### src/rtl/urv_timer_pkg.sv
// Shared constants for the uRV timer block: CSR addresses decoded on the execute-stage write path.
package urv_timer_pkg;

    localparam logic [11:0] CSR_ID_CYCLESL      = 12'hc00;
    localparam logic [11:0] CSR_ID_CYCLESH      = 12'hc80;
    localparam logic [11:0] CSR_ID_TIMER        = 12'hc01;
    localparam logic [11:0] CSR_ID_TIMER_PERIOD = 12'h7c0;

    function automatic logic is_period_write(input logic stall, input logic kill,
                                             input logic is_csr, input logic [11:0] sel);
        return !stall && !kill && is_csr && (sel == CSR_ID_TIMER_PERIOD);
    endfunction

endpackage

### src/rtl/urv_timer_if.sv
// CSR write path into the timer and CSR read values back out; names are from the timer's point of view.
interface urv_timer_if;
    logic        x_stall_i;
    logic        x_kill_i;
    logic        d_is_csr_i;
    logic [11:0] d_csr_sel_i;
    logic [31:0] x_csr_write_value_i;
    logic [31:0] csr_time_o;
    logic [31:0] csr_timer_period_o;
    logic [63:0] csr_cycles_o;

    modport master (
        output x_stall_i, x_kill_i, d_is_csr_i, d_csr_sel_i, x_csr_write_value_i,
        input  csr_time_o, csr_timer_period_o, csr_cycles_o
    );

    modport slave (
        input  x_stall_i, x_kill_i, d_is_csr_i, d_csr_sel_i, x_csr_write_value_i,
        output csr_time_o, csr_timer_period_o, csr_cycles_o
    );
endinterface

### src/rtl/urv_timer_prescaler.sv
// Divides the core clock by DIV: counts 0..DIV-1, strobes pre_tick_o while at DIV-1.
// Latency: pre_tick_o is combinational from the count register; no backpressure.
module urv_timer_prescaler #(
    parameter int DIV = 2
) (
    input  logic clk_i,
    input  logic rst_i,
    input  logic clr_i,
    output logic pre_tick_o
);
    localparam int W = (DIV > 1) ? $clog2(DIV) : 1;
    localparam logic [W-1:0] LAST = W'(DIV - 1);

    logic [W-1:0] cnt_q, cnt_d;

    assign pre_tick_o = (cnt_q == LAST);

    always_comb begin
        cnt_d = cnt_q + 1'b1;
        if (clr_i || pre_tick_o) begin
            cnt_d = '0;
        end
    end

    always_ff @(posedge clk_i) begin
        if (rst_i) begin
            cnt_q <= '0;
        end else begin
            cnt_q <= cnt_d;
        end
    end
endmodule

### src/rtl/urv_timer.sv
// uRV system timer: periodic one-cycle tick_o every period*DIV clocks plus cycle counter for CSR reads.
// Latency: tick_o registered one cycle after terminal pre_tick; CSR writes visible next cycle. Optional: URV_TIMER_CYCLE_COUNTER_EN.
module urv_timer
    import urv_timer_pkg::*;
#(
    parameter int g_clock_frequency = 100000000,
    parameter int g_timer_frequency = 1000
) (
    input  logic             clk_i,
    input  logic             rst_i,
    urv_timer_if.slave       csr_if,
    output logic             tick_o
);
    localparam int DIV = g_clock_frequency / g_timer_frequency;

    generate
        if (DIV < 2) begin : g_bad_div
            $error("urv_timer: clock/timer frequency ratio must be at least 2");
        end
    endgenerate

    logic        period_wr;
    logic        pre_tick;
    logic [31:0] period_q, period_d;
    logic [31:0] count_q, count_d;
    logic        tick_q, tick_d;

    assign period_wr = is_period_write(csr_if.x_stall_i, csr_if.x_kill_i,
                                       csr_if.d_is_csr_i, csr_if.d_csr_sel_i);

    urv_timer_prescaler #(.DIV(DIV)) u_prescaler (
        .clk_i      (clk_i),
        .rst_i      (rst_i),
        .clr_i      (period_wr),
        .pre_tick_o (pre_tick)
    );

    // A period write restarts the whole count and suppresses any coincident tick.
    always_comb begin
        period_d = period_q;
        count_d  = count_q;
        tick_d   = 1'b0;
        if (period_wr) begin
            period_d = csr_if.x_csr_write_value_i;
            count_d  = '0;
        end else if (pre_tick && (period_q != '0)) begin
            if (count_q == period_q - 32'd1) begin
                count_d = '0;
                tick_d  = 1'b1;
            end else begin
                count_d = count_q + 32'd1;
            end
        end
    end

    always_ff @(posedge clk_i) begin
        if (rst_i) begin
            period_q <= '0;
            count_q  <= '0;
            tick_q   <= 1'b0;
        end else begin
            period_q <= period_d;
            count_q  <= count_d;
            tick_q   <= tick_d;
        end
    end

    assign tick_o                    = tick_q;
    assign csr_if.csr_time_o         = count_q;
    assign csr_if.csr_timer_period_o = period_q;

`ifdef URV_TIMER_CYCLE_COUNTER_EN
    logic [63:0] cycles_q;

    always_ff @(posedge clk_i) begin
        if (rst_i) begin
            cycles_q <= '0;
        end else begin
            cycles_q <= cycles_q + 64'd1;
        end
    end

    assign csr_if.csr_cycles_o = cycles_q;
`else
    assign csr_if.csr_cycles_o = '0;
`endif
endmodule

### src/flat_wrapper.sv
// flat-port wrapper written by rule: the top's interface ports become plain ports
module urv_timer_flat import urv_timer_pkg::*;
#(
    parameter int g_clock_frequency = 100000000,
    parameter int g_timer_frequency = 1000
)
  (clk_i, rst_i, tick_o, csr_if_x_stall_i, csr_if_x_kill_i, csr_if_d_is_csr_i, csr_if_d_csr_sel_i, csr_if_x_csr_write_value_i, csr_if_csr_time_o, csr_if_csr_timer_period_o, csr_if_csr_cycles_o);
  urv_timer_if csr_if_i ();
  input  logic clk_i;
  input  logic rst_i;
  output logic tick_o;
  input wire logic [$bits(csr_if_i.x_stall_i)-1:0] csr_if_x_stall_i;
  input wire logic [$bits(csr_if_i.x_kill_i)-1:0] csr_if_x_kill_i;
  input wire logic [$bits(csr_if_i.d_is_csr_i)-1:0] csr_if_d_is_csr_i;
  input wire logic [$bits(csr_if_i.d_csr_sel_i)-1:0] csr_if_d_csr_sel_i;
  input wire logic [$bits(csr_if_i.x_csr_write_value_i)-1:0] csr_if_x_csr_write_value_i;
  output wire logic [$bits(csr_if_i.csr_time_o)-1:0] csr_if_csr_time_o;
  output wire logic [$bits(csr_if_i.csr_timer_period_o)-1:0] csr_if_csr_timer_period_o;
  output wire logic [$bits(csr_if_i.csr_cycles_o)-1:0] csr_if_csr_cycles_o;
  assign csr_if_i.x_stall_i = csr_if_x_stall_i;
  assign csr_if_i.x_kill_i = csr_if_x_kill_i;
  assign csr_if_i.d_is_csr_i = csr_if_d_is_csr_i;
  assign csr_if_i.d_csr_sel_i = csr_if_d_csr_sel_i;
  assign csr_if_i.x_csr_write_value_i = csr_if_x_csr_write_value_i;
  assign csr_if_csr_time_o = csr_if_i.csr_time_o;
  assign csr_if_csr_timer_period_o = csr_if_i.csr_timer_period_o;
  assign csr_if_csr_cycles_o = csr_if_i.csr_cycles_o;
  urv_timer #(.g_clock_frequency(g_clock_frequency), .g_timer_frequency(g_timer_frequency)) u_core (.clk_i(clk_i), .rst_i(rst_i), .csr_if(csr_if_i), .tick_o(tick_o));
endmodule
### config.mk
export PLATFORM = sky130hd
export DESIGN_NAME = urv_timer_flat
export DESIGN_NICKNAME = d
export VERILOG_FILES = /design/src/rtl/urv_timer_pkg.sv /design/src/rtl/urv_timer_if.sv /design/src/rtl/urv_timer_prescaler.sv /design/src/rtl/urv_timer.sv /design/src/flat_wrapper.sv
export SDC_FILE = /design/constraint.sdc
export NUM_CORES = 1
export LEC_CHECK = 0
export ABC_AREA = 1
export ABC_CLOCK_PERIOD_IN_PS = 4750
export CAP_MARGIN = 20
export CORE_MARGIN = 2
export CORE_UTILIZATION = 50
export DETAILED_ROUTE_END_ITERATION = 6
export GPL_TIMING_DRIVEN = 1
export PLACE_DENSITY = 0.84
export SYNTH_ARGS = -nofsm -noshare
export SYNTH_HDL_FRONTEND = slang
export SYNTH_HIERARCHICAL = 1
export SYNTH_SLANG_ARGS = --single-unit
export TNS_END_PERCENT = 5
### constraint.sdc
create_clock -name clk_i -period 4.75 [get_ports clk_i]
set_input_delay 0.95 -clock clk_i [delete_from_list [all_inputs] [get_ports clk_i]]
set_output_delay 0.95 -clock clk_i [all_outputs]
set_load 0.05 [all_outputs]
==> reports/results.ini <==
[floorplan]
coreArea_um2=12000
start_util_pct=51.2
die_h_um=115
pin_count=178
die_w_um=115
rows=40
dieArea_um2=13200

[grt]
grt_antenna_before_repair=0
grt_use_total_pct=26.3
grt_pass1_vias=5704
grt_pass1_wl_um=27800
top_usage_layer=met2
grt_overflow_total=0
grtUsageMet2_pct=42.3
grt_max_degree=52
use_met3_pct=4.48
use_met1_pct=35.8

[sta]
setup_tns_ns=0
fin_skew_ns=0.00672
tightest_slew_ns=0.910
max_freq_ghz=0.333
whs_ns=0.456
finalSetupViolCount=0
finalHoldViolations=0
slew_headroom_pct=39.1
fin_crit_ns=3.01
fin_crit_sh_pct=63.3
rsz0062_at_grt=no
slew_viol_final=0

[power]
p_clk_share_pct=42.6
ir_drop_v=0.000140
switching_share_pct=28.0
power_density_nw_per_um2=205
switchingPower_mw=0.425
p_seq_share_pct=45.5
leakage_nw=3.21
cellInternalPower_mw=1.10
power_frac_comb_pct=11.9

[place]
gp_congestion=0.982
place_area_um2=7140
io_buffer_count=113
numPlacedInstances=1219
dp_hpwl_um=13600

[cells_and_area]
diodes=0
fin_cells=1234
stdcell_area_um2=7410
syn_to_final_growth_pct=20.4
drive_gt1_share_pct=7.64
fillers=1132
fin_nets=1135

[critical_path]
cp_slowest_stage_delay_ns=0.50
path_class=reg2reg
crit_chain=inv_2 -> ha_1 -> nand2_2 -> nor2_8 -> nand4_1 -> nand2_1 -> a21oi_1 -> nand2_1 -> nor2_1 -> nand2_2 -> nand2_2 -> nor2_1
critical_path.endpoint=u_core/csr_if.csr_time_o[4]
arrival_ns=3.26
endpoint_kind=flip-flop
crit_path_start=u_core/csr_if.csr_timer_period_o[0]
reg2reg_depth=12
crit_path_frequent_cell=nand2_2
cp.required_ns=5.00
r2r_end=u_core/csr_if.csr_time_o[4]
cp-start-kind=flip-flop
crit_slowest_cell=nand2_2
ff2ff_setup_slack_ns=1.74
crit-reg2reg-launch=u_core/csr_if.csr_timer_period_o[0]
cp_max_fo=29

[synthesis]
synth_mux_area_share_pct=0
synth_top_area_share_pct=26.7
synthCells=975
synth_top_family_by_area=simple AND/OR/NAND/NOR gates
synthFlopType=dfxtp_1
synth_fa_ha_area_share_pct=0.610
synth_xor_area_share_pct=6.97
yosysWarnings=6
synth_area_um2=6150
yosysSeqAreaShare_pct=26.7
yosys.area_share.simple_pct=42.3
yosys_register_bits=82
postSynth.asyncResetShare_pct=0
yosysTopAreaCell=dfxtp_1
synth_area_leaders=dfxtp_1 (27%), nand2_1 (14%), nor2_1 (11%)
avgSynthCellArea_um2=6.31
synth_edf_count=0
synth_common_cells=nand2_1 (234), nor2_1 (175), inv_1 (97), dfxtp_1 (82), buf_4 (64)
ys_types=39
synth_most_common_cell=nand2_1
synth_compound_area_share_pct=7.34

[clock_network]
clk_pin_slew_ns=0.06
clk_latency_ns=0.34
clkSinkCount=82
cts_tree=done
clockRootBuffer=clkbuf_16
cts-resized-gates=0
cts-buffers-inserted=9
postCtsSetupBuffers=0
cts_hold_buffers=0
clock_path_buffers=2
cts.htree.levels=3

[drt]
drt_iter0_drc=529
drt_first_pass_iters=7
viasPerCell=5.13
drtAntennaViolNets=0
vias=6329
drcViolationCount=0
wl_per_cell_um=14.0
drt-total-wl_um=17300

[min_path]
hold_path_class=reg2reg

[job]
drv_cap=0

[run_status]
status=finished clean

worst min path at each step:
stage                                 from                           to  slack, ns  cells past startpoint
5_1_grt        u_core/u_prescaler/cnt_q[0]  u_core/u_prescaler/cnt_q[0]       0.48                      1
4_1_cts        u_core/u_prescaler/cnt_q[0]  u_core/u_prescaler/cnt_q[0]       0.46                      1
6_report       u_core/u_prescaler/cnt_q[0]  u_core/u_prescaler/cnt_q[0]       0.46                      1
3_3_place_gp   u_core/u_prescaler/cnt_q[0]  u_core/u_prescaler/cnt_q[0]       0.43                      1
2_1_floorplan  u_core/u_prescaler/cnt_q[0]  u_core/u_prescaler/cnt_q[0]       0.43                      1
3_5_place_dp   u_core/u_prescaler/cnt_q[0]  u_core/u_prescaler/cnt_q[0]       0.45                      1
layout by cell type, fill, tap and decap left out, types with 3 or more instances in the layout:
| master | count |
|---|---|
| inv_2 | 8 |
| o21ai_0 | 46 |
| xor2_1 | 34 |
| dfxtp_1 | 82 |
| nor2_2 | 17 |
| nand3b_1 | 11 |
| inv_1 | 97 |
| ha_1 | 3 |
| nor4_1 | 3 |
| nor2_4 | 16 |
| nand2_2 | 12 |
| nand2_1 | 234 |
| nor3_1 | 12 |
| o21bai_1 | 3 |
| nor2_1 | 175 |
| clkinv_2 | 3 |
| conb_1 | 64 |
| xnor2_1 | 15 |
| a21oi_1 | 29 |
| nand3_1 | 49 |
| clkdlybuf4s50_1 | 113 |
| clkbuf_16 | 9 |
| nand4_1 | 27 |
power groups by stage:
| stage | registers, mW | clock network (mW) | logic [mW] |
|---|---|---|---|
| finish | 0.692 | 0.647 | 0.181 |
| global route | 0.692 | 0.685 | 0.192 |
| CTS | 0.692 | 0.658 | 0.180 |
| detailed placement | 0.707 | 0 | 0.180 |
| global placement | 0.707 | 0 | 0.179 |
| floorplan | 0.707 | 0 | 0.179 |
stage by stage:
| stage | utilization (%) | setup WS (ns) | total power, mW |
|---|---|---|---|
| after floorplan | - | 2.24 | 0.886 |
| after global placement | 59.4 | 1.64 | 0.886 |
| after detailed placement | 59.4 | 1.59 | 0.887 |
| after CTS | 61.7 | 1.75 | 1.53 |
| after global routing | 61.7 | 1.46 | 1.57 |
| final | 61.7 | 1.74 | 1.52 |
final cells by class:
type / count / area [µm²] / area share [%]
multi-input combinational: 769 / 3770 / 50.8
clock inverter: 5 / 31.3 / 0.422
timing repair buffer: 115 / 1150 / 15.5
inverter: 106 / 400 / 5.40
sequential: 82 / 1640 / 22.2
clock buffer: 10 / 239 / 3.23
tap: 147 / 184 / 2.48
layer usage:
layer / share of wire (%) / vias to the layer above
met5: 0 / -
met4: 2.2 / 0
met3: 9.0 / 28
met2: 46 / 296
met1: 43 / 2846
li1: - / 3159
registers in the layout, indices dropped and copies added (netlist names):
signal	cells
u_core/tick_o	1
u_core/u_prescaler/cnt_q	17
u_core/csr_if.csr_time_o	32
u_core/csr_if.csr_timer_period_o	32
critical path: cells and delay by family (launching register included):
kind | cells | cell delay (ns)
and+or+nand+nor | 9 | 2.16
DFF | 1 | 0.33
AOI/OAI and AO/OA | 1 | 0.08
adders and majority gates | 1 | 0.23
buffers and inverters | 1 | 0.11
logic make-up after synthesis:
logic type | count (synthesis)
xor gates and xnor gates | 49
other | 1
DFF | 82
buffers and inverters | 187
adders and majority gates | 3
AOI/OAI and AO/OA | 85
and+or+nand+nor | 568
Note: power is estimated with default switching activity, not from simulation.
